==> config.mk <==
export PLATFORM = sky130hd
export DESIGN_NAME = debug_display_ctrl
export DESIGN_NICKNAME = d
export VERILOG_FILES = /design/src/rtl/debug_display_pkg.sv /design/src/rtl/debug_display_ctrl_seg7_encode.sv /design/src/rtl/debug_display_ctrl.sv
export SDC_FILE = /design/constraint.sdc
export NUM_CORES = 1
export LEC_CHECK = 0
export CORE_AREA = 10 10 139 141
export CTS_CLUSTER_DIAMETER = 40
export DETAILED_ROUTE_END_ITERATION = 10
export DIE_AREA = 0 0 149 151
export GPL_TIMING_DRIVEN = 0
export PLACE_DENSITY = 0.76
export SKIP_CTS_REPAIR_TIMING = 1
export SYNTH_ARGS = -nofsm -noshare
export SYNTH_HDL_FRONTEND = slang
export SYNTH_SLANG_ARGS = --single-unit
==> constraint.sdc <==
create_clock -name clk -period 5.6 [get_ports clk]
set_input_delay 1.4 -clock clk [delete_from_list [all_inputs] [get_ports clk]]
set_output_delay 1.4 -clock clk [all_outputs]
set_load 0.01 [all_outputs]
==> src/rtl/debug_display_pkg.sv <==
// Shared types and seven-segment constants for the debug display controller.
// Latency: n/a (types and constants only).
// Backpressure: n/a.
//
// Segment codes are stored active-low in gfedcba order (bit 0 = segment a).
package debug_display_pkg;

    typedef enum logic [1:0] {
        DISP_UDEC  = 2'b00,
        DISP_SDEC  = 2'b01,
        DISP_HEX   = 2'b10,
        DISP_FLAGS = 2'b11
    } disp_mode_t;

    typedef enum logic [1:0] {
        ST_IDLE,
        ST_LOAD,
        ST_SHIFT,
        ST_ENCODE
    } disp_state_t;

    localparam logic [6:0] SEG_CODE [16] = '{
        7'b1000000,  // 0
        7'b1111001,  // 1
        7'b0100100,  // 2
        7'b0110000,  // 3
        7'b0011001,  // 4
        7'b0010010,  // 5
        7'b0000010,  // 6
        7'b1111000,  // 7
        7'b0000000,  // 8
        7'b0010000,  // 9
        7'b0001000,  // A
        7'b0000011,  // b
        7'b1000110,  // C
        7'b0100001,  // d
        7'b0000110,  // E
        7'b0001110   // F
    };

    localparam logic [6:0] SEG_BLANK = 7'b1111111;
    localparam logic [6:0] SEG_MINUS = 7'b0111111;

endpackage

==> src/rtl/debug_display_ctrl_seg7_encode.sv <==
// One seven-segment digit: nibble glyph, or blank/minus override, output polarity applied.
// Latency: combinational.
// Backpressure: none.
//
// Ports: nibble (digit value 0..F), blank (all segments off, highest priority),
//        minus (centre bar only), seg (gfedcba, polarity set by ACTIVE_LOW).
module seg7_encode
    import debug_display_pkg::*;
#(
    parameter bit ACTIVE_LOW = 1'b1
) (
    input  logic [3:0] nibble,
    input  logic       blank,
    input  logic       minus,
    output logic [6:0] seg
);

    logic [6:0] code_al;

    always_comb begin
        if (blank) begin
            code_al = SEG_BLANK;
        end else if (minus) begin
            code_al = SEG_MINUS;
        end else begin
            code_al = SEG_CODE[nibble];
        end
        seg = ACTIVE_LOW ? code_al : ~code_al;
    end

endmodule

==> src/rtl/debug_display_ctrl.sv <==
// Renders a debug word on NUM_DIGITS seven-segment digits as udec/sdec/hex/NZCV flags.
// Latency: trigger to seg_o update is DATA_W+2 cycles (decimal) or 2 cycles (hex/flags).
// Backpressure: none; input changes and update_i while busy_o are dropped, re-compared in IDLE.
//
// Ports: clk, rst (sync, active-high), value_i, mode_i, update_i (force reconversion),
//        seg_o (digit k at [7k+6:7k]), busy_o, valid_o, overflow_o.
module debug_display_ctrl
    import debug_display_pkg::*;
#(
    parameter int DATA_W     = 32,
    parameter int NUM_DIGITS = 6,
    parameter bit ACTIVE_LOW = 1'b1,
    parameter bit BLANK_LZ   = 1'b0
) (
    input  logic                    clk,
    input  logic                    rst,
    input  logic [DATA_W-1:0]       value_i,
    input  logic [1:0]              mode_i,
    input  logic                    update_i,
    output logic [7*NUM_DIGITS-1:0] seg_o,
    output logic                    busy_o,
    output logic                    valid_o,
    output logic                    overflow_o
);

    localparam int BCD_W = 4 * NUM_DIGITS;
    localparam int CNT_W = $clog2(DATA_W + 1);
    localparam logic [6:0] BLANK_OUT = ACTIVE_LOW ? SEG_BLANK : ~SEG_BLANK;

    disp_state_t       state;
    logic [DATA_W-1:0] last_value;
    disp_mode_t        last_mode;
    logic              stale;      // stored value/mode invalid: forces one conversion after reset
    logic [DATA_W-1:0] bin;
    // Holds BCD digits in decimal modes, and the final digit nibbles directly in hex/flags modes,
    // so the encode stage treats every mode the same way.
    logic [BCD_W-1:0]  bcd;
    logic              sign;
    logic              sticky;
    logic [CNT_W-1:0]  cnt;

    logic [BCD_W-1:0]         bcd_adj;
    logic [DATA_W+BCD_W-1:0]  hex_ext;
    logic [BCD_W-1:0]         flags_nib;
    logic [NUM_DIGITS-1:0][3:0] dig_nib;
    logic [NUM_DIGITS-1:0]    dig_blank;
    logic [NUM_DIGITS-1:0]    dig_minus;
    logic                     zero_run;
    logic [7*NUM_DIGITS-1:0]  seg_next;

    // Double-dabble correction: nibbles >= 5 get +3 so the following shift carries correctly.
    always_comb begin
        bcd_adj = bcd;
        for (int k = 0; k < NUM_DIGITS; k++) begin
            if (bcd[4*k +: 4] >= 4'd5) begin
                bcd_adj[4*k +: 4] = bcd[4*k +: 4] + 4'd3;
            end
        end
    end

    // Zero-extending by a full display width lets the hex digits and the "did not fit" bits
    // be sliced the same way whether DATA_W is wider or narrower than the display.
    always_comb begin
        hex_ext   = {{BCD_W{1'b0}}, last_value};
        flags_nib = '0;
        for (int k = 0; k < 4; k++) begin
            flags_nib[4*k] = last_value[DATA_W-4+k];
        end
    end

    // Per-digit glyph control. Leading-zero detection scans from the top down; in signed mode
    // the top digit is reserved for the sign and excluded from the scan.
    always_comb begin
        zero_run  = 1'b1;
        dig_nib   = '0;
        dig_blank = '0;
        dig_minus = '0;
        for (int k = NUM_DIGITS - 1; k >= 0; k--) begin
            if (last_mode == DISP_SDEC && k == NUM_DIGITS - 1) begin
                dig_nib[k]   = 4'd0;
                dig_minus[k] = sign;
                dig_blank[k] = BLANK_LZ && !sign;
            end else begin
                dig_nib[k]   = bcd[4*k +: 4];
                zero_run     = zero_run && (bcd[4*k +: 4] == 4'd0);
                dig_blank[k] = BLANK_LZ && (last_mode != DISP_FLAGS) && (k != 0) && zero_run;
            end
        end
    end

    for (genvar g = 0; g < NUM_DIGITS; g++) begin : g_digit
        seg7_encode #(
            .ACTIVE_LOW (ACTIVE_LOW)
        ) u_seg7 (
            .nibble (dig_nib[g]),
            .blank  (dig_blank[g]),
            .minus  (dig_minus[g]),
            .seg    (seg_next[7*g +: 7])
        );
    end

    always_ff @(posedge clk) begin
        if (rst) begin
            state      <= ST_IDLE;
            last_value <= '0;
            last_mode  <= DISP_UDEC;
            stale      <= 1'b1;
            bin        <= '0;
            bcd        <= '0;
            sign       <= 1'b0;
            sticky     <= 1'b0;
            cnt        <= '0;
            seg_o      <= {NUM_DIGITS{BLANK_OUT}};
            busy_o     <= 1'b0;
            valid_o    <= 1'b0;
            overflow_o <= 1'b0;
        end else begin
            case (state)
                ST_IDLE: begin
                    if (update_i || stale || (value_i != last_value) || (mode_i != last_mode)) begin
                        last_value <= value_i;
                        last_mode  <= disp_mode_t'(mode_i);
                        stale      <= 1'b0;
                        busy_o     <= 1'b1;
                        state      <= ST_LOAD;
                    end
                end
                ST_LOAD: begin
                    sign   <= 1'b0;
                    sticky <= 1'b0;
                    cnt    <= CNT_W'(DATA_W);
                    bcd    <= '0;
                    case (last_mode)
                        DISP_UDEC: begin
                            bin   <= last_value;
                            state <= ST_SHIFT;
                        end
                        DISP_SDEC: begin
                            // DATA_W-bit negation is exact for the most negative value as an unsigned magnitude.
                            bin   <= last_value[DATA_W-1] ? (~last_value + 1'b1) : last_value;
                            sign  <= last_value[DATA_W-1];
                            state <= ST_SHIFT;
                        end
                        DISP_HEX: begin
                            bcd    <= hex_ext[BCD_W-1:0];
                            sticky <= |hex_ext[DATA_W+BCD_W-1:BCD_W];
                            state  <= ST_ENCODE;
                        end
                        default: begin
                            bcd   <= flags_nib;
                            state <= ST_ENCODE;
                        end
                    endcase
                end
                ST_SHIFT: begin
                    bcd <= {bcd_adj[BCD_W-2:0], bin[DATA_W-1]};
                    bin <= {bin[DATA_W-2:0], 1'b0};
                    if (bcd_adj[BCD_W-1]) begin
                        sticky <= 1'b1;
                    end
                    cnt <= cnt - 1'b1;
                    if (cnt == CNT_W'(1)) begin
                        state <= ST_ENCODE;
                    end
                end
                ST_ENCODE: begin
                    seg_o      <= seg_next;
                    valid_o    <= 1'b1;
                    // Signed magnitude must also fit below the sign digit.
                    overflow_o <= sticky | ((last_mode == DISP_SDEC) && (bcd[BCD_W-1 -: 4] != 4'd0));
                    busy_o     <= 1'b0;
                    state      <= ST_IDLE;
                end
                default: state <= ST_IDLE;
            endcase
        end
    end

endmodule

**Word level (Yosys, flattened, before mapping)**

Memory sizes are Yosys's and may differ from the RTL's. A register that Yosys moved wholly into a read port is not among the register bits.
Cells that the tools add are included.

- $add $sub $neg: 8
- Order comparisons: 12
- Equal/unequal tests: 12
- Mux-type cells: 37
- Bitwise logic cells: 8
- Reduce and logical (&&, ||, !) cells: 16

Operator list:

| cell | count |
|---|---|
| 32-bit one-hot mux with 2 select lines | 2 |
| 24-bit one-hot mux with 2 select lines | 2 |
| 7-bit 2-to-1 mux | 13 |
| 32-bit by 1-bit adder with 32-bit output (second input constant) | 1 |
| 32-bit 2-to-1 mux | 1 |
| 32-bit inequality test | 1 |
| 32-bit inverter | 1 |
| 5-bit >= comparator (second input constant) | 6 |
| 4-bit inverter with 5-bit output | 6 |
| 4-bit 2-to-1 mux | 7 |
| 4-bit by 2-bit adder with 4-bit output (second input constant) | 6 |
| 4-bit by 3-bit >= comparator with 1-bit output (second input constant) | 6 |
| 6-bit one-hot mux with 2 select lines | 1 |
| 2-bit AND reduction | 5 |
| 2-bit one-hot mux with 4 select lines | 1 |
| 8-bit OR reduction | 1 |
| 2-bit == test (second input constant) | 3 |
| 6-bit by 1-bit == test with 1-bit output (second input constant) | 1 |
| 1-bit 2-to-1 mux | 6 |
| 2-bit inequality test (second input constant) | 3 |
| 6-bit by 1-bit subtractor with 6-bit output (second input constant) | 1 |
| 2-bit by 1-bit == test with 1-bit output (second input constant) | 2 |
| 2-bit logical NOT | 2 |
| 2-bit 2-to-1 mux | 2 |
| other kinds (9) | 13 |

- Bits in registers: 146
- Bits in read-only memories: 672
- Input bits: 37
- Output and inout port bits: 45
- Word-level logic and storage cells: 112
- Memories kept: 6

Memories:

| memory | words | width | rd ports | clocked after memory_dff | write ports | line | RTL |
|---|---|---|---|---|---|---|---|
| (no name shown) | 16 | 7 | 1 | 1 | 0 | debug_display_ctrl_seg7_encode.sv:26 | `code_al = SEG_CODE[nibble];` |
| (no name shown) | 16 | 7 | 1 | 1 | 0 | debug_display_ctrl_seg7_encode.sv:26 |  |
| (no name shown) | 16 | 7 | 1 | 1 | 0 | debug_display_ctrl_seg7_encode.sv:26 |  |
| (no name shown) | 16 | 7 | 1 | 1 | 0 | debug_display_ctrl_seg7_encode.sv:26 |  |
| (no name shown) | 16 | 7 | 1 | 0 | 0 | debug_display_ctrl_seg7_encode.sv:26 |  |
| (no name shown) | 16 | 7 | 1 | 1 | 0 | debug_display_ctrl_seg7_encode.sv:26 |  |

**Depth between registers and ports, before layout**

Gate-level depths: netlist of the first run.

- Depth after elaboration: 7
- Depth in mapped cells: 12
- Depth with buffers taken out: 10

**Modules after synthesis**

From an unflattened synthesis of the first run, not the netlist that was laid out.

- Cell total of the unflattened synthesis: 1,135
- Area total of the unflattened synthesis: 9,437.8 um^2

Modules (own cells, without submodules):

| module | times used | cells each | area each (um^2) | sequential area each (um^2) |
|---|---|---|---|---|
| debug_display_ctrl | 1 | 897 | 7,572.3 | 2,922.8 |
| seg7_encode at g_digit[0].u_seg7 ... | 3 | 39 | 307.8 | 0.0 |
| seg7_encode at g_digit[2].u_seg7 ... | 2 | 41 | 307.8 | 0.0 |
| seg7_encode at g_digit[1].u_seg7 | 1 | 39 | 326.6 | 0.0 |

**Least setup slack after synthesis of the first run**

OpenSTA, ideal clock, no wires.

- Path kind: input -> register
- From: input value_i[10]
- To: register last_value[4]
- Library setup time: 128 ps
- Arrival time: 3,292 ps
- Required time: 5,472 ps
- Path slack: 2,180 ps
- Stages: 7
- Path buffers: 1
- Cells stage by stage: nor2b_1 a2111o_1 or4_4 o31ai_4 buf_6 mux2i_1 nor2_1

- Longest elaborated chain between the ends: 4

RTL lines:

| item | line | RTL |
|---|---|---|
| from (decl) | debug_display_ctrl.sv:17 | `input logic [DATA_W-1:0] value_i,` |
| 32-bit inequality test | debug_display_ctrl.sv:120 | `if (update_i \|\| stale \|\| (value_i != last_value) \|\| (mode_i != last_mode)) begin` |
| 1-bit logical OR (2 in a row) | debug_display_ctrl.sv:120 |  |
| 2-bit AND reduction (no source line) | -- |  |
| to (signal assigned) | debug_display_ctrl.sv:121 | `last_value <= value_i;` |
| to (decl) | debug_display_ctrl.sv:31 | `logic [DATA_W-1:0] last_value;` |

Every way passes these cells.
A chain may end at the register's enable or synchronous reset.

**Worst setup path in the final report of the first run**

- From: input value_i[10]
- To: register last_value[27]

The elaborated chain is that of the path after synthesis.

==> results of run 1 <==
cells in the final DEF (no fill, tap or decap), drive strengths merged, types with 22 or more instances in the layout:
cell type and count:
nand2 152, clkbuf 96, clkdlybuf4s50 81, nor2 99
o21ai 95, mux2i 62, dfxtp 146, inv 52
xor2 43, ha 46, o211ai 22, nand2b 28
a21oi 71
cells by family (layout without fill, tap and decap cells):
logic type      after synthesis  in the layout
compound gates              286            286
xor+xnor                     63             63
fa+ha+maj                    46             46
buf+inv                     148            261
flops                       146            146
mux                          70             70
simple gates                368            368
critical path: cells and delay by family:
kind / cells / cell delay [ns]
AO/OA/AOI/OAI: 2 / 0.93
buffers and inverters: 2 / 0.70
multiplexers: 1 / 0.25
AND/OR/NAND/NOR: 3 / 0.81
path summary, 6_finish.rpt:
| kind | endpoint | cells after the start |
|---|---|---|
| setup reg to reg | bin[22] | 8 |
| hold reg to reg | bin[8] | 2 |
| setup / recovery | last_value[27] | 8 |
| hold / removal | bin[8] | 2 |
area by class of cell:
class                      instances  area, um2
fill                            1411       5780
multi-input combinational        833       5390
sequential                       146       2920
timing repair buffer              81        811
clock buffer                      22        464
buffer                            95        395
tap                              220        275
clock inverter                    10        228
inverter                          53        199
flip-flops by register name, summed over array words and instances (netlist names):
name and count:
bcd 24, bin 32, busy_o 1, cnt 6, last_mode 2, last_value 32
overflow_o 1, seg_o 42, sign 1, stale 1, state 2, sticky 1
valid_o 1
metal layers:
| metal | GRT usage [%] | up-vias | routed length [um] |
|---|---|---|---|
| met3 | 5.22 | 81 | 2550 |
| met1 | 28.4 | 3966 | 10900 |
| li1 | - | 4134 | - |
| met2 | 40.3 | 428 | 12500 |
| met5 | 0 | - | 0 |
| met4 | 9.22 | 0 | 882 |
power groups by stage:
| stage | logic [mW] | registers, mW | clock network [mW] |
|---|---|---|---|
| 3_3_place_gp | 2.39 | 1.54 | 0 |
| 5_1_grt | 2.74 | 1.56 | 1.39 |
| 6_report | 2.51 | 1.53 | 1.35 |
| 4_1_cts | 2.47 | 1.52 | 1.35 |
| 2_1_floorplan | 1.72 | 1.51 | 0 |
| 3_5_place_dp | 2.44 | 1.54 | 0 |
==> results, run 1 <==
- STA classifies the critical path endpoint as a flop.
- In this run the vertical extent of the chip is 151 um.
- Sorting the synthesized cells by how often they occur yields 152 x sky130_fd_sc_hd__nand2_1, 146 x sky130_fd_sc_hd__dfxtp_1, 99 x sky130_fd_sc_hd__nor2_1.
- Counting every sink on the clock net gives 146.
- The achievable frequency is 0.265 GHz.
- The maximum net fanout on the critical path is 10.
- Buffers inserted during clock tree synthesis total 17.
- The count of port buffers added during placement is 81.
- The worst-case clock buffer depth is 2.
- The synthesized netlist devotes 20.3% of its cell area to compound gates.
- The largest family of logic cells by synthesized area is compound AO/OA/AOI/OAI gates.
- The remaining max-slew budget at the tightest pin is 46.6%.
- The first routing iteration left 882 violations.
- The share of synthesized area spent on multiplexers is 8.61%.
- The half-perimeter wire length of the detailed placement result is 19800 um.
- The total power draw is 5.39 mW.
- The max-slew violation count came to 0.
- Of all cell types, the one taking the most synthesized area is sky130_fd_sc_hd__dfxtp_1.
- Clock skew on the completed layout was measured at 0.00748 ns.
- The total iterations of the first detailed-routing run is 6.
- The worst-case setup margin in the final layout is 1.82 ns.
- The latest clock arrival within the worst-skew pair is 0.43 ns.
- The final period demand of the worst path is 3.78 ns.
- The synthesized netlist occupies a cell area of 0.00890 mm2.
- In this run switching power makes up 41.3% of total power.
- Summing the areas of all fa, ha and maj instances in the mapped netlist gives 6.46% of the synthesized area.
- The startpoint identified for the worst hold timing path is bin[8].
- The startpoint identified for the worst register-to-register timing path is state[1].
- The relative contribution of the clock network to total power is 25.0%.
- The run finished with clean final reports.
- Once layout is complete, the utilization of the core stands at 64.9%.
- The required time of the critical path is 5.91 ns.
- The class of the tightest hold or removal check is flop to flop.
- The floorplan has 47 rows.
- The worst path uses 67.4% of the clock period.
- The total nets after synthesis is 1210.
- Ranked by total cell area, the synthesized netlist is headed by sky130_fd_sc_hd__dfxtp_1 33%, sky130_fd_sc_hd__mux2i_1 7.0%, sky130_fd_sc_hd__ha_1 6.5%.
- STA classifies the critical path startpoint as a primary input.
- Among all stages on the critical path, the largest delay is contributed by sky130_fd_sc_hd__or4_4.
- The die outline area is 0.0225 mm2.
- The area of the core is 0.0165 mm2.
- The number of global-route vias before repair is 8113.
- The non-filler instance count after layout is 1460.
- Yosys instantiated no cell more often than sky130_fd_sc_hd__nand2_1.
- The synthesis-stage register bit count is 146.
- The number of distinct library cell variants in the gate-level netlist after synthesis is 64.
- In the synthesized netlist the async set-or-reset flop fraction comes to 0%.
- The per-cell routed wire length is 18.4 um.
- Timing analysis after detailed placement gives a worst setup slack of 1.41 ns.
- Counting flops with a built-in enable in the synthesized netlist gives 0.
- For this run, the slowest stage of the critical path takes 0.60 ns.
- The total length of routed wires is 26800 um.
- The cell total after placement is 1428.
- Per report_power, the sequential group accounts for 28.5% of the total.
- The slack of the worst reg-to-reg path is 2.48 ns.
- The average size of a mapped cell is 7.90 um2.
- In the final timing run, aggregate negative setup slack is 0 ns.
- The final count of hold timing violations is 0.
- The routability-driven placement congestion ratio is 1.01.
- The pin count of the biggest net entering global routing is 17.
- After detailed routing, the number of vias per cell comes to 5.90.
- For this design the top-level I/O count stands at 82.
- Global routing consumed, over all layers together, 23.6% of the routing resources.
- The share of the synthesized netlist area taken by xor and xnor gates is 6.20%.
- The share of cells above drive strength 1 is 4.52%.
- The repair_antennas step left the layout with diodes totalling 0.
- The DRC violation count after routing is 0.
- The area share of and/or/nand/nor cells after synthesis is 18.9%.
- The top flip-flop cell by instance count after synthesis is sky130_fd_sc_hd__dfxtp_1.
- The number of antenna violations at the first check in global routing is 0.
- The relative area change from synthesis to final layout is 20.0%.
- Setup repair after global routing left no endpoint under its margin.
- The starting density of the core is 54.1%.
- The combinational share of power is 46.6%.
- For this design the total switching power over the nets is 2.23 mW.
- The number of endpoints failing setup at the final stage is 0.
- The leakage power is 4.01 nW.
- The worst vdd rail ir drop is 0.267 mV.
- The signal on the critical path passes through clkdlybuf4s50_1 > nor2b_1 > a2111o_1 > or4_4 > o31ai_4 > buf_6 > mux2i_1 > nor2_1.
- The critical path class is primary input to flop.
- The synthesized instance count is 1127.
- The global route total overflow is 0.
- The internal portion of the total power is 3.16 mW.
- The worst hold margin is 0.449 ns.
- Summing all non-filler instances in the final layout gives an area of 0.0107 mm2.
- The sequential area share after synthesis is 32.8%.
- Power spread over the standard cell area amounts to 505 mW/mm2.
- CTS built an H-tree with a depth of 4.
- The root buffer cell is sky130_fd_sc_hd__clkbuf_16.
- The max-capacitance violation count is 0.
- The critical path startpoint is value_i[10].
- TritonCTS built the clock tree.
- The fraction of post-synthesis cell area in the top cell type by area is 32.8%.
- The placed instances occupy a cell area of 0.00999 mm2.
- The number of warnings issued by yosys is 0.
- The die is 149 um wide.
- After clock tree synthesis, the clock-pin slew on the worst setup and hold paths is 0.06 ns.
- The count of nets left with antenna violations once routing finished came out at 0.
- The data arrival time at the worst-slack endpoint is 4.08 ns.
- The first global-routing pass estimated 42700 um of wire.
- Detailed routing inserted a total of 8609 vias.
- In the final design database the tool counted 1310 nets.
- The slew at the pin closest to its max-slew limit is 0.801 ns.
Power figures use the tool's default switching activity.
==> run 2, diff against run 1 <==
CORE_AREA = 10 10 141 143   (was 10 10 139 141)
DIE_AREA = 0 0 151 153   (was 0 0 149 151)
PLACE_DENSITY = 0.77   (was 0.76)
clock period = 3.3 ns   (was 5.6 ns; I/O delays follow)
==> run 2 against run 1 <==
  * Wire length grew 0.17%
  * Final cell count grew 0.34%
  * Register-to-register slack lost 2.2 ns
  * Combinational power grew 68%
  * Largest cell class unchanged
==> results, run 2 (synthesis gave the netlist of run 1 again) <==
- The worst setup path is launched from a primary input.
- The total power draw is 8.70 mW.
- The H-tree depth reported by CTS is 4.
- In this run the count of I/O pins placed on the die edge is 82.
- The library cell used most frequently in the layout, excluding fill and tap cells, is sky130_fd_sc_hd__nand2_1.
- Of all nets on the critical path, the largest fanout is 10.
- The number of endpoints failing setup at the final stage is 0.
- The clock arrives with 0.00766 ns of skew.
- The achievable frequency is 0.319 GHz.
- The register with the most flip-flops in the layout has 42 of them.
- After detailed routing, the average wire length per cell comes to 18.4 um.
- The number of antenna violations at the first check in global routing was 0.
- Entering global routing, the biggest net connects 17 pins.
- The pre-antenna-repair detailed-routing pass consisted of 5 iterations.
- The worst hold margin is 0.450 ns.
- The cell total after placement is 1433.
- After the last flow step, the layout net total stands at 1310.
- TritonCTS built the clock tree.
- The first global-routing pass estimated 43000 um of wire.
- The class of the tightest hold or removal check is flop to flop.
- The number of global-route vias before repair is 8078.
- The max-capacitance violation count is 0.
- The tree is rooted in a sky130_fd_sc_hd__clkbuf_16.
- Setup repair after global routing left no endpoint under its margin.
- The count of port buffers added during placement is 81.
- In this run the remaining antenna-violating nets after routing total 0.
- The remaining max-slew budget at the tightest pin is 46.6%.
- Ranked by flip-flop count, first place goes to seg_o.
- The violation count after the first detailed-routing iteration is 628.
- The run finished with clean final reports.
- No sink is reached through more buffers than the 2 on the longest clock path.
- The die covers 0.0231 mm2.
- The data arrival time at the worst-slack endpoint is 3.43 ns.
- For this design the static power due to leakage is 3.95 nW.
- The number of clock sinks is 146.
- IR analysis of the VDD net gives a maximum drop of 0.526 mV.
- The largest registers in the layout are seg_o (42), bin (32), last_value (32).
- Of the cells placed in the final design, the portion with a size suffix greater than 1 is 4.52%.
- The critical path is of the primary input to flop type.
- The clock buffer count from CTS is 17.
- After clock tree synthesis, the clock-pin slew on the worst setup and hold paths is 0.06 ns.
- Dividing the detail-routed via count by the number of cells gives 5.82.
- From bottom edge to top edge, the die measures 153 um.
- The kind of capture point of the worst setup path is a flop.
- The worst-case setup margin in the final layout is 0.163 ns.
- The starting density of the core is 52.2%.
- For this run, design rule violations remaining after detail routing come to 0.
- In the final timing run, aggregate negative setup slack is 0 ns.
- For this design the ratio of total power to cell area is 824 mW/mm2.
- At the pin with the least slew margin, the transition time is 0.801 ns.
- The global route total overflow is 0.
- Relative to the synthesized area, the layout overhead comes to 18.6%.
- The width of the chip is 151 um.
- The final count of hold timing violations was 0.
- In the layout the commonest cells are 152 x sky130_fd_sc_hd__nand2_1, 146 x sky130_fd_sc_hd__dfxtp_1, 99 x sky130_fd_sc_hd__nor2_1, 92 x sky130_fd_sc_hd__o21ai_0, 81 x sky130_fd_sc_hd__clkdlybuf4s50_1.
- The area of the core is 0.0171 mm2.
- The worst slack at placement is -0.250 ns.
- The routed layout has 8520 vias.
- The count of cells in the finished layout, fillers not included, comes to 1465.
- After legalization and detailed placement, the total HPWL measured 20000 um.
- The final period demand of the worst path is 3.14 ns.
- The total length of routed wires is 26900 um.
- The clock reaches the later pin of the worst-skew pair after 0.43 ns.
- The diode insertion count for antenna repair is 0.
- The required time of the critical path is 3.60 ns.
- The post-route clock period utilization is 95.1%.
- The total routing resource utilization after global routing is 23.0%.
- The max-slew violation count is 0.
- Routability-driven placement finished with a final weighted congestion of 0.943.
- The floorplan has 48 rows.
## run 2: per-layer routing
layer  GRT usage [%]  wire length (um)  vias up
met5               0                 0        -
met4            8.39               722        0
met3            4.93              1950       62
met2            38.2             12900      334
met1            28.3             11300     3986
li1                -                 -     4138
## run 2: critical path, cell delays in order
cell	delay [ns]
sky130_fd_sc_hd__clkdlybuf4s50_1	0.44
sky130_fd_sc_hd__nor2b_1	0.15
sky130_fd_sc_hd__a2111o_1	0.39
sky130_fd_sc_hd__or4_4	0.58
sky130_fd_sc_hd__o31ai_4	0.51
sky130_fd_sc_hd__buf_6	0.26
sky130_fd_sc_hd__mux2i_1	0.21
sky130_fd_sc_hd__nor2_1	0.06
## run 2: final timing paths
check                           cells past startpoint  slack (ns)         from              to
worst min register to register                      2        0.45       bin[8]          bin[8]
worst min-delay path                                2        0.45       bin[8]          bin[8]
worst max register to register                      8        0.26     state[0]         bin[22]
worst max-delay path                                8        0.16  value_i[10]  last_value[13]
## run 2: power by group
| group | internal, mW | total (mW) | switching (mW) | leakage [nW] |
|---|---|---|---|---|
| registers | 2.21 | 2.60 | 0.396 | 1.20 |
| clock network | 1.12 | 1.87 | 0.759 | 0.273 |
| logic | 1.62 | 4.22 | 2.60 | 2.48 |
## run 2: stage by stage
stage | cell area (um2) | util (%)
after floorplan | 8900 | -
after global placement | 10000 | 58.6
after detailed placement | 10000 | 58.6
after CTS | 10600 | 61.9
after global routing | 10600 | 61.9
final | 10600 | 61.9
## run 2: cell type report
type / count / area, um2
inverter: 53 / 199
multi-input combinational: 833 / 5390
sequential: 146 / 2920
fill: 1555 / 6490
clock buffer: 24 / 492
buffer: 95 / 395
timing repair buffer: 81 / 811
clock inverter: 8 / 76.3
tap: 225 / 282
==> run 3, diff against run 2 <==
CORE_AREA = 2 2 133 135   (was 10 10 141 143)
DIE_AREA = 0 0 135 137   (was 0 0 151 153)
==> run 3 against run 2 <==
  * Largest power group unchanged
  * Sequential cell count is the same
  * Sequential power about the same
  * Highest routed layer unchanged
  * Critical endpoint is now last_value[10]
  * Cell area grew 0.77%
  * Count of clock-buffer cells in the layout fell by 6
  * Global-route usage rose by 5.6 points
  * Wire length down 3.3%
==> results, run 3 (synthesis gave the netlist of run 1 again) <==
- The total vias in the final route is 8515.
- The critical path in this run is classified as primary input to flop.
- Setup repair after global routing left no endpoint under its margin.
- The flip-flop count of the largest register, all copies and words added is 42.
- The kind of start point of the critical path is a primary input.
- Subtracting the final worst setup slack from the clock period gives 3.12 ns.
- The cell area power density is 843 mW/mm2.
- The number of antenna violations at the first check in global routing is 0.
- For this design the static power due to leakage is 3.99 nW.
- The largest register by flop count is seg_o.
- The critical path's top delay family is compound AO/OA/AOI/OAI gates.
- The number of antenna diodes in the final layout is 0.
- The class of the tightest hold or removal check is flop to flop.
- The pin count of the biggest net entering global routing is 17.
- The data arrival time at the worst-slack endpoint is 3.43 ns.
- In the routed design, unresolved DRC markers number 0.
- The non-filler instance count after layout is 1465.
- The CTS tree is yes.
- The library cell used most frequently in the layout, excluding fill and tap cells, is sky130_fd_sc_hd__nand2_1.
- The max-slew violation count is 0.
- The die covers 0.0185 mm2.
- The detail route stage leaves a number of antenna-violating nets equal to 0.
- After detailed routing, the number of vias per cell comes to 5.81.
- The maximum net fanout on the critical path is 10.
- The worst vdd rail ir drop is 0.479 mV.
- The global-route met1 utilization is 35.3%.
- At the pin with the least slew margin, the transition time is 0.836 ns.
- The final count of hold timing violations was 0.
- The worst path buffer plus inverter count is 2.
- The highest-delay cell along the critical path is sky130_fd_sc_hd__or4_4.
- The core region is 0.0171 mm2.
- The remaining max-slew budget at the tightest pin is 44.3%.
- The required time of the critical path is 3.61 ns.
- Static timing analysis puts the maximum clock frequency at 0.320 GHz.
- Traced cell by cell, the critical path runs through clkdlybuf4s50_1 > nor2b_1 > a2111o_1 > or4_4 > o31ai_4 > buf_6 > mux2i_1 > nor2_1.
- The kind of capture point of the worst setup path is a flop.
- The total iterations of the first detailed-routing run is 5.
- After layout, the worst path uses 94.6% of the clock period.
- No sink is reached through more buffers than the 2 on the longest clock path.
- The number of clock sinks is 146.
- Between clock sinks in the finished design, the worst skew comes to 0.00750 ns.
- The worst-case setup margin in the final layout is 0.180 ns.
- Once detailed placement completed, the half-perimeter wirelength came to 19100 um.
- In the final layout, the registers with the most flip-flops are seg_o (42), bin (32), last_value (32).
- After detailed routing, the average wire length per cell comes to 17.7 um.
- In the layout the commonest cells are 152 x sky130_fd_sc_hd__nand2_1, 146 x sky130_fd_sc_hd__dfxtp_1, 99 x sky130_fd_sc_hd__nor2_1, 92 x sky130_fd_sc_hd__o21ai_0, 81 x sky130_fd_sc_hd__clkdlybuf4s50_1.
- The run finished with clean final reports.
- The routability-driven placement congestion ratio is 0.946.
- Global routing consumed, on the met3 layer, 6.33% of the routing resources.
- Global routing finished with a remaining overflow of 0.
- Global routing used 47.0% of the available met2 tracks.
- The number of global-route vias before repair is 7994.
- The H-tree was split into 4 levels.
- The first routing iteration left 816 violations.
- The latest clock arrival within the worst-skew pair is 0.43 ns.
- Global routing consumed, over all layers together, 28.5% of the routing resources.
- The tree is rooted in a sky130_fd_sc_hd__clkbuf_16.
- The row count is 48.
- The die is 135 um wide.
- The total length of routed wires is 26000 um.
- OpenSTA, run right after detailed placement, puts the worst setup slack at -0.261 ns.
- After clock tree synthesis, the clock-pin slew on the worst setup and hold paths is 0.06 ns.
- The count of boundary I/O pins is 82.
- Setup violations remaining at the end of the flow were counted as 0.
- The highest-utilization routing layer at the global route stage is met2.
- Buffers placed on the I/O ports in this run total 81.
- The clock buffer count from CTS is 17.
- The wire length of the first global-routing pass is 41300 um.
- Across the run, the number of max-cap violations was 0.
- The relative area change from synthesis to final layout is 19.6%.
- In the final design database the tool counted 1310 nets.
- The highest cell delay on the worst timing path is 0.59 ns.
- The initial utilization of the core area, before any placement, comes to 52.2%.
- Of the cells placed in the final design, the portion with a size suffix greater than 1 is 4.76%.
- The floorplan die height is 137 um.
- After detailed placement, the design holds a cell count of 1433.
run 3: worst reg2reg max path: stages (launching register included):
cell and delay [ns]:
sky130_fd_sc_hd__dfxtp_1 0.38, sky130_fd_sc_hd__inv_1 0.11, sky130_fd_sc_hd__ha_1 0.28, sky130_fd_sc_hd__clkbuf_1 0.44, sky130_fd_sc_hd__clkinv_1 0.37, sky130_fd_sc_hd__a21oi_1 0.44
sky130_fd_sc_hd__clkbuf_1 0.47, sky130_fd_sc_hd__o311ai_0 0.26, sky130_fd_sc_hd__a21oi_1 0.19
run 3: per-layer routing:
metal / part of all wire (%) / vias up
met4: 4.4 / 0
met3: 7.3 / 87
met5: 0 / -
met2: 46 / 341
li1: - / 4137
met1: 43 / 3950
run 3: area by class of cell:
cell class                      instances  area [um2]
Tap cell                              225         282
Clock buffer                           18         439
Timing Repair Buffer                   81         811
Inverter                               53         199
Buffer                                 95         395
Fill cell                            1516        6410
Sequential cell                       146        2920
Clock inverter                         14         210
Multi-Input combinational cell        833        5390
run 3: final timing paths:
check	from	endpoint	slack [ns]	cells past startpoint
max	value_i[10]	last_value[10]	0.18	8
min	bin[21]	bin[21]	0.45	2
max reg2reg	state[1]	bin[9]	0.29	8
min reg2reg	bin[21]	bin[21]	0.45	2
run 3: power by group:
group,internal [mW],switching [mW],leakage (nW)
logic,1.62,2.59,2.48
registers,2.21,0.396,1.20
clock network,1.36,0.793,0.312
total,5.19,3.78,3.99
run 3: per-stage QoR:
stage | hold slack, ns | instance area (um2) | TNS, ns | utilization [%] | power [mW]
2_1_floorplan | 0.422 | 8900 | 0 | - | 5.47
3_3_place_gp | 0.433 | 10000 | -5.82 | 58.6 | 6.66
3_5_place_dp | 0.437 | 10000 | -5.81 | 58.6 | 6.73
4_1_cts | 0.446 | 10600 | 0 | 62.4 | 8.89
5_1_grt | 0.463 | 10600 | 0 | 62.4 | 9.51
6_report | 0.449 | 10600 | 0 | 62.4 | 8.97
==> RTL change 1, RTL diff (flow settings as in run 2) <==
Change the parameter `BLANK_LZ` from 1'b0 to 1'b1.
--- a/src/rtl/debug_display_ctrl.sv
+++ b/src/rtl/debug_display_ctrl.sv
@@ -10,7 +10,7 @@
     parameter int DATA_W     = 32,
     parameter int NUM_DIGITS = 6,
     parameter bit ACTIVE_LOW = 1'b1,
-    parameter bit BLANK_LZ   = 1'b0
+    parameter bit BLANK_LZ   = 1'b1
 ) (
     input  logic                    clk,
     input  logic                    rst,
Behaviour: not the same (a bounded check fails within 4 cycles, from zero or initial values and one cycle with rst high).
==> RTL change 1 against run 2 <==
Sequential cell count is the same; routed wire length is 3.1% higher; total power rose by 21%; die area stayed put; cell area up 1.2%; fmax is 1.5% higher; worst setup slack better by 0.047 ns; area after synthesis increased by 1.2%; largest power group unchanged.
==> RTL change 1: results (changes against run 2) <==
[detailed_routing]
dr.pass1.iters=6  ; +1
wl_mm=27.7  ; +3.1%
drt_iter0_markers=980  ; +56%
drt.antenna.violating_nets=0  ; unchanged
wl_per_cell_um=19.1  ; +4.3%
vias=8760  ; +2.8%

[critical_path]
slowest_stage=nor4_1
start_kind=flop
r2r_cells=7  ; -1
timing.rr.start=last_value[11]
cp_max_fo=9  ; -1
critical_path_arrival_ns=3.44  ; about the same
cp_top_family=simple AND/OR/NAND/NOR gates
end_kind=flop
critical-path-max-stage-delay_ns=1.11  ; +0.53 ns
r2r_end=bin[29]
reg2reg_setup_slack_ns=0.21  ; -0.05 ns

[grt]
grt_use_total_pct=23.5  ; +0.50 points
antenna_found_initial=1  ; +1
grt_pass1_wl_mm=43.8  ; +1.8%
grt_pass1_vias=8174  ; +1.2%
grt_max_degree=17  ; unchanged

[clocking]
clk_pin_slew_ns=0.07
cts-root-buf=clkbuf_16
htree_levels=4  ; unchanged
numCtsBuffers=17  ; unchanged
clk_latency_ns=0.44
clockBufferDepth=2  ; unchanged

[final_layout]
nNetsFinal=1293  ; -1.3%
largest_registers=seg_o: 42 flops, bin: 32 flops, last_value: 32 flops
drive_above_1_share_pct=6.70  ; +2.2 points
diodes=0  ; unchanged

[synth]
synthTopCellsByCount=146 x dfxtp_1, 100 x nor2_1, 89 x nand2_1
synthTopCellsByArea=dfxtp_1 32%, ha_1 6.4%, mux2i_1 5.8%
synth_area_per_cell_um2=8.11  ; +2.7%
yosysWarnings=0  ; unchanged
syn_nets=1194  ; -1.3%
ys_types=69  ; +7.8%
ys_seq_area_share_pct=32.4  ; -0.39 points
async_flop_share_pct=0  ; unchanged

[worst_hold_path]
min_to=bin[1]
hp-start=bin[1]
hp-class=reg2reg

[power]
swShare_pct=46.0  ; +2.9 points
vdd_ir_drop_max_mv=0.542  ; +3.1%
cellLeakagePower_nw=3.97  ; +0.59%

[placed_design]
dp.cells=1416  ; -1.2%
port_buffers=80  ; -1.2%
hpwl_mm=20.3  ; +1.4%
place_ws_ns=-0.106  ; +0.144 ns
gp_congestion=0.961  ; +1.9%
placed_cell_area_um2=10100  ; +0.96%

[sta]
worstMarginPinSlew_ns=1.24  ; +0.436 ns
fin_skew_ns=0.00866  ; +0.00101 ns
worst_hold_slack_ns=0.455  ; +0.00527 ns

[run_status]
status=finished clean

[RTL change 1: cell types whose count changed after synthesis, sizes merged, moves of 13 or more]
cell / change
or2: +13
o21a: +13
xnor2: +17
inv: -17
nand2: -63
[RTL change 1: logic make-up (layout without fill, tap and decap cells)]
kind of cell,Yosys count,in the layout,synth area share (%)
AND/OR/NAND/NOR,326,326,17.7
adder cells (fa/ha/maj),46,46,6.39
buffers and inverters,137,249,6.19
multiplexers,64,64,7.40
flip-flops,146,146,32.4
XOR/XNOR,71,71,6.90
AO/OA/AOI/OAI,321,321,23.0
[RTL change 1: power by group through the flow]
stage                     Clock (mW)  Sequential [mW]  Combinational [mW]
after floorplan                    0             2.67                4.15
after global placement             0             2.75                5.55
after detailed placement           0             2.77                5.64
after CTS                       2.00             2.74                5.70
after global routing            2.08             2.81                6.37
final                           2.00             2.76                5.80
[RTL change 1: routing by layer]
| metal | up-vias | track usage (%) | wire (um) |
|---|---|---|---|
| met5 | - | 0 | 0 |
| met4 | 0 | 9.26 | 879 |
| li1 | 4156 | - | - |
| met2 | 422 | 38.1 | 13100 |
| met3 | 69 | 5.85 | 2430 |
| met1 | 4113 | 28.9 | 11300 |
[RTL change 1: area by class of cell]
| type | count | area [um2] |
|---|---|---|
| fillers | 1512 | 6360 |
| repair buffers | 80 | 801 |
| clock buffers | 20 | 457 |
| plain buffers | 100 | 419 |
| clock inverters | 12 | 146 |
| well taps | 225 | 282 |
| flip-flops and latches | 146 | 2920 |
| multi-input cells | 828 | 5530 |
| inverters | 37 | 139 |
[RTL change 1: tightest hold or removal path, delay by kind of cell (launching register included)]
| kind | cells | cell delay (ns) |
|---|---|---|
| AOI/OAI and AO/OA | 1 | 0.05 |
| DFF | 1 | 0.31 |
| and+or+nand+nor | 1 | 0.05 |
==> RTL change 2, RTL diff (config.mk and constraints of run 2) <==
Without the edit above. The 4 states of `disp_state_t` get a one-hot encoding in 4 bits.
--- a/src/rtl/debug_display_pkg.sv
+++ b/src/rtl/debug_display_pkg.sv
@@ -12,11 +12,11 @@
         DISP_FLAGS = 2'b11
     } disp_mode_t;
 
-    typedef enum logic [1:0] {
-        ST_IDLE,
-        ST_LOAD,
-        ST_SHIFT,
-        ST_ENCODE
+    typedef enum logic [3:0] {
+        ST_IDLE   = 4'b0001,
+        ST_LOAD   = 4'b0010,
+        ST_SHIFT  = 4'b0100,
+        ST_ENCODE = 4'b1000
     } disp_state_t;
 
     localparam logic [6:0] SEG_CODE [16] = '{
Check against the original RTL: same outputs for any inputs over 4 cycles, from zero or initial values and one cycle with rst high; so few cycles prove little.
==> RTL change 2 against run 2 <==
Critical path depth is 1 higher; worst setup slack better by 0.045 ns; cell area is 6.8% higher; final cell count is 4.8% higher; sequential cell count is 2 higher; sequential share of layout area is 1.4 points lower; register-to-register slack better by 0.09 ns; routed wire length is 11% higher; clock skew is 0.0031 ns higher; area after synthesis is 7.5% higher; largest cell class unchanged; highest routed layer unchanged.
Power is not compared: it rests on default switching activity, and its combinational part moved more than twofold at a synthesized area within 25%.
==> RTL change 2: results (changes against run 2) <==
[worst_hold_path]
hp-start=busy_o
min_to=busy_o
hp-class=reg2reg

[sta]
worst_hold_slack_ns=0.461  ; +0.0108 ns
fin_skew_ns=0.0108  ; +0.00312 ns
fmax_mhz=323  ; +1.5%
worstMarginPinSlew_ns=0.948  ; +0.147 ns

[synth]
synthTopCellsByArea=dfxtp_1 31%, ha_1 5.4%, nor3b_1 5.3%
synth_area_per_cell_um2=7.98  ; +1.0%
syn_nets=1277  ; +5.5%
ys_types=60  ; -6.3%
ys_seq_area_share_pct=31.0  ; -1.9 points
synthTopCellsByCount=148 x dfxtp_1, 130 x nor2_1, 118 x nand2_1

[detailed_routing]
vias_per_cell=6.25  ; +7.4%
wl_per_cell_um=19.5  ; +6.3%
drt_iter0_markers=833  ; +33%
top_layer=met4
wl_met3_mm=2.61  ; +34%
wl_met2_mm=13.9  ; +8.3%
wl_met1_mm=12.3  ; +8.9%

[critical_path]
r2r_cells=9  ; +1
r2r_end=bin[16]
endpoint=last_value[12]
timing.rr.start=last_value[1]
cp_top_family=buffers and inverters
critPathLaunch=value_i[29]
reg2reg_setup_slack_ns=0.35  ; +0.09 ns
slowest_stage=clkbuf_1
critical_path_arrival_ns=3.42  ; about the same
critical-path-max-stage-delay_ns=0.48  ; -0.10 ns

[run_status]
status=finished clean

[placed_design]
placed_cell_area_um2=10700  ; +6.7%
place_ws_ns=-0.130  ; +0.120 ns
port_buffers=80  ; -1.2%
gp_congestion=0.974  ; +3.2%
hpwl_mm=22.0  ; +10%

[grt]
grt_pass1_vias=8981  ; +11%
met2_usage_pct=41.0  ; +2.8 points
grt.met3_usage_pct=4.69  ; -0.24 points
grt_use_total_pct=24.9  ; +2.0 points
grt_pass1_wl_mm=47.1  ; +9.4%
met1_usage_pct=31.0  ; +2.8 points

[final_layout]
fill_cells=1515  ; -2.6%
stdcell_count=1536  ; +4.8%
drive_above_1_share_pct=5.42  ; +0.90 points
nNetsFinal=1377  ; +5.1%

[clocking]
cts-root-buf=clkbuf_16

[power]
powerComb_mw=1.75

[RTL change 2: cell count changes in the layout (fill, tap and decap cells not counted), sizes merged, moves of 13 or more]
cell	change
nand2b	-13
inv	-20
nand2	-34
a222oi	+19
a211oi	+13
nor3b	+64
mux2i	-15
o21ai	-40
clkbuf	+31
nor2	+31
a32oi	+38
[RTL change 2: cell families (layout without fill, tap and decap cells)]
logic type,after synthesis,in the layout,share of synthesized area [%]
compound gates,293,293,21.4
xor+xnor,69,69,6.31
buf+inv,159,271,6.69
mux,59,59,6.80
fa+ha+maj,41,41,5.36
simple gates,430,430,22.5
flops,148,148,31.0
[RTL change 2: cell type report]
cell class                 instances  area (um2)  area share (%)
buffer                           125         513            4.55
multi-input combinational        892        5970            52.9
inverter                          34         128            1.13
tap                              225         282            2.50
timing repair buffer              81         808            7.16
clock buffer                      21         460            4.08
clock inverter                    10         155            1.38
sequential                       148        2960            26.3
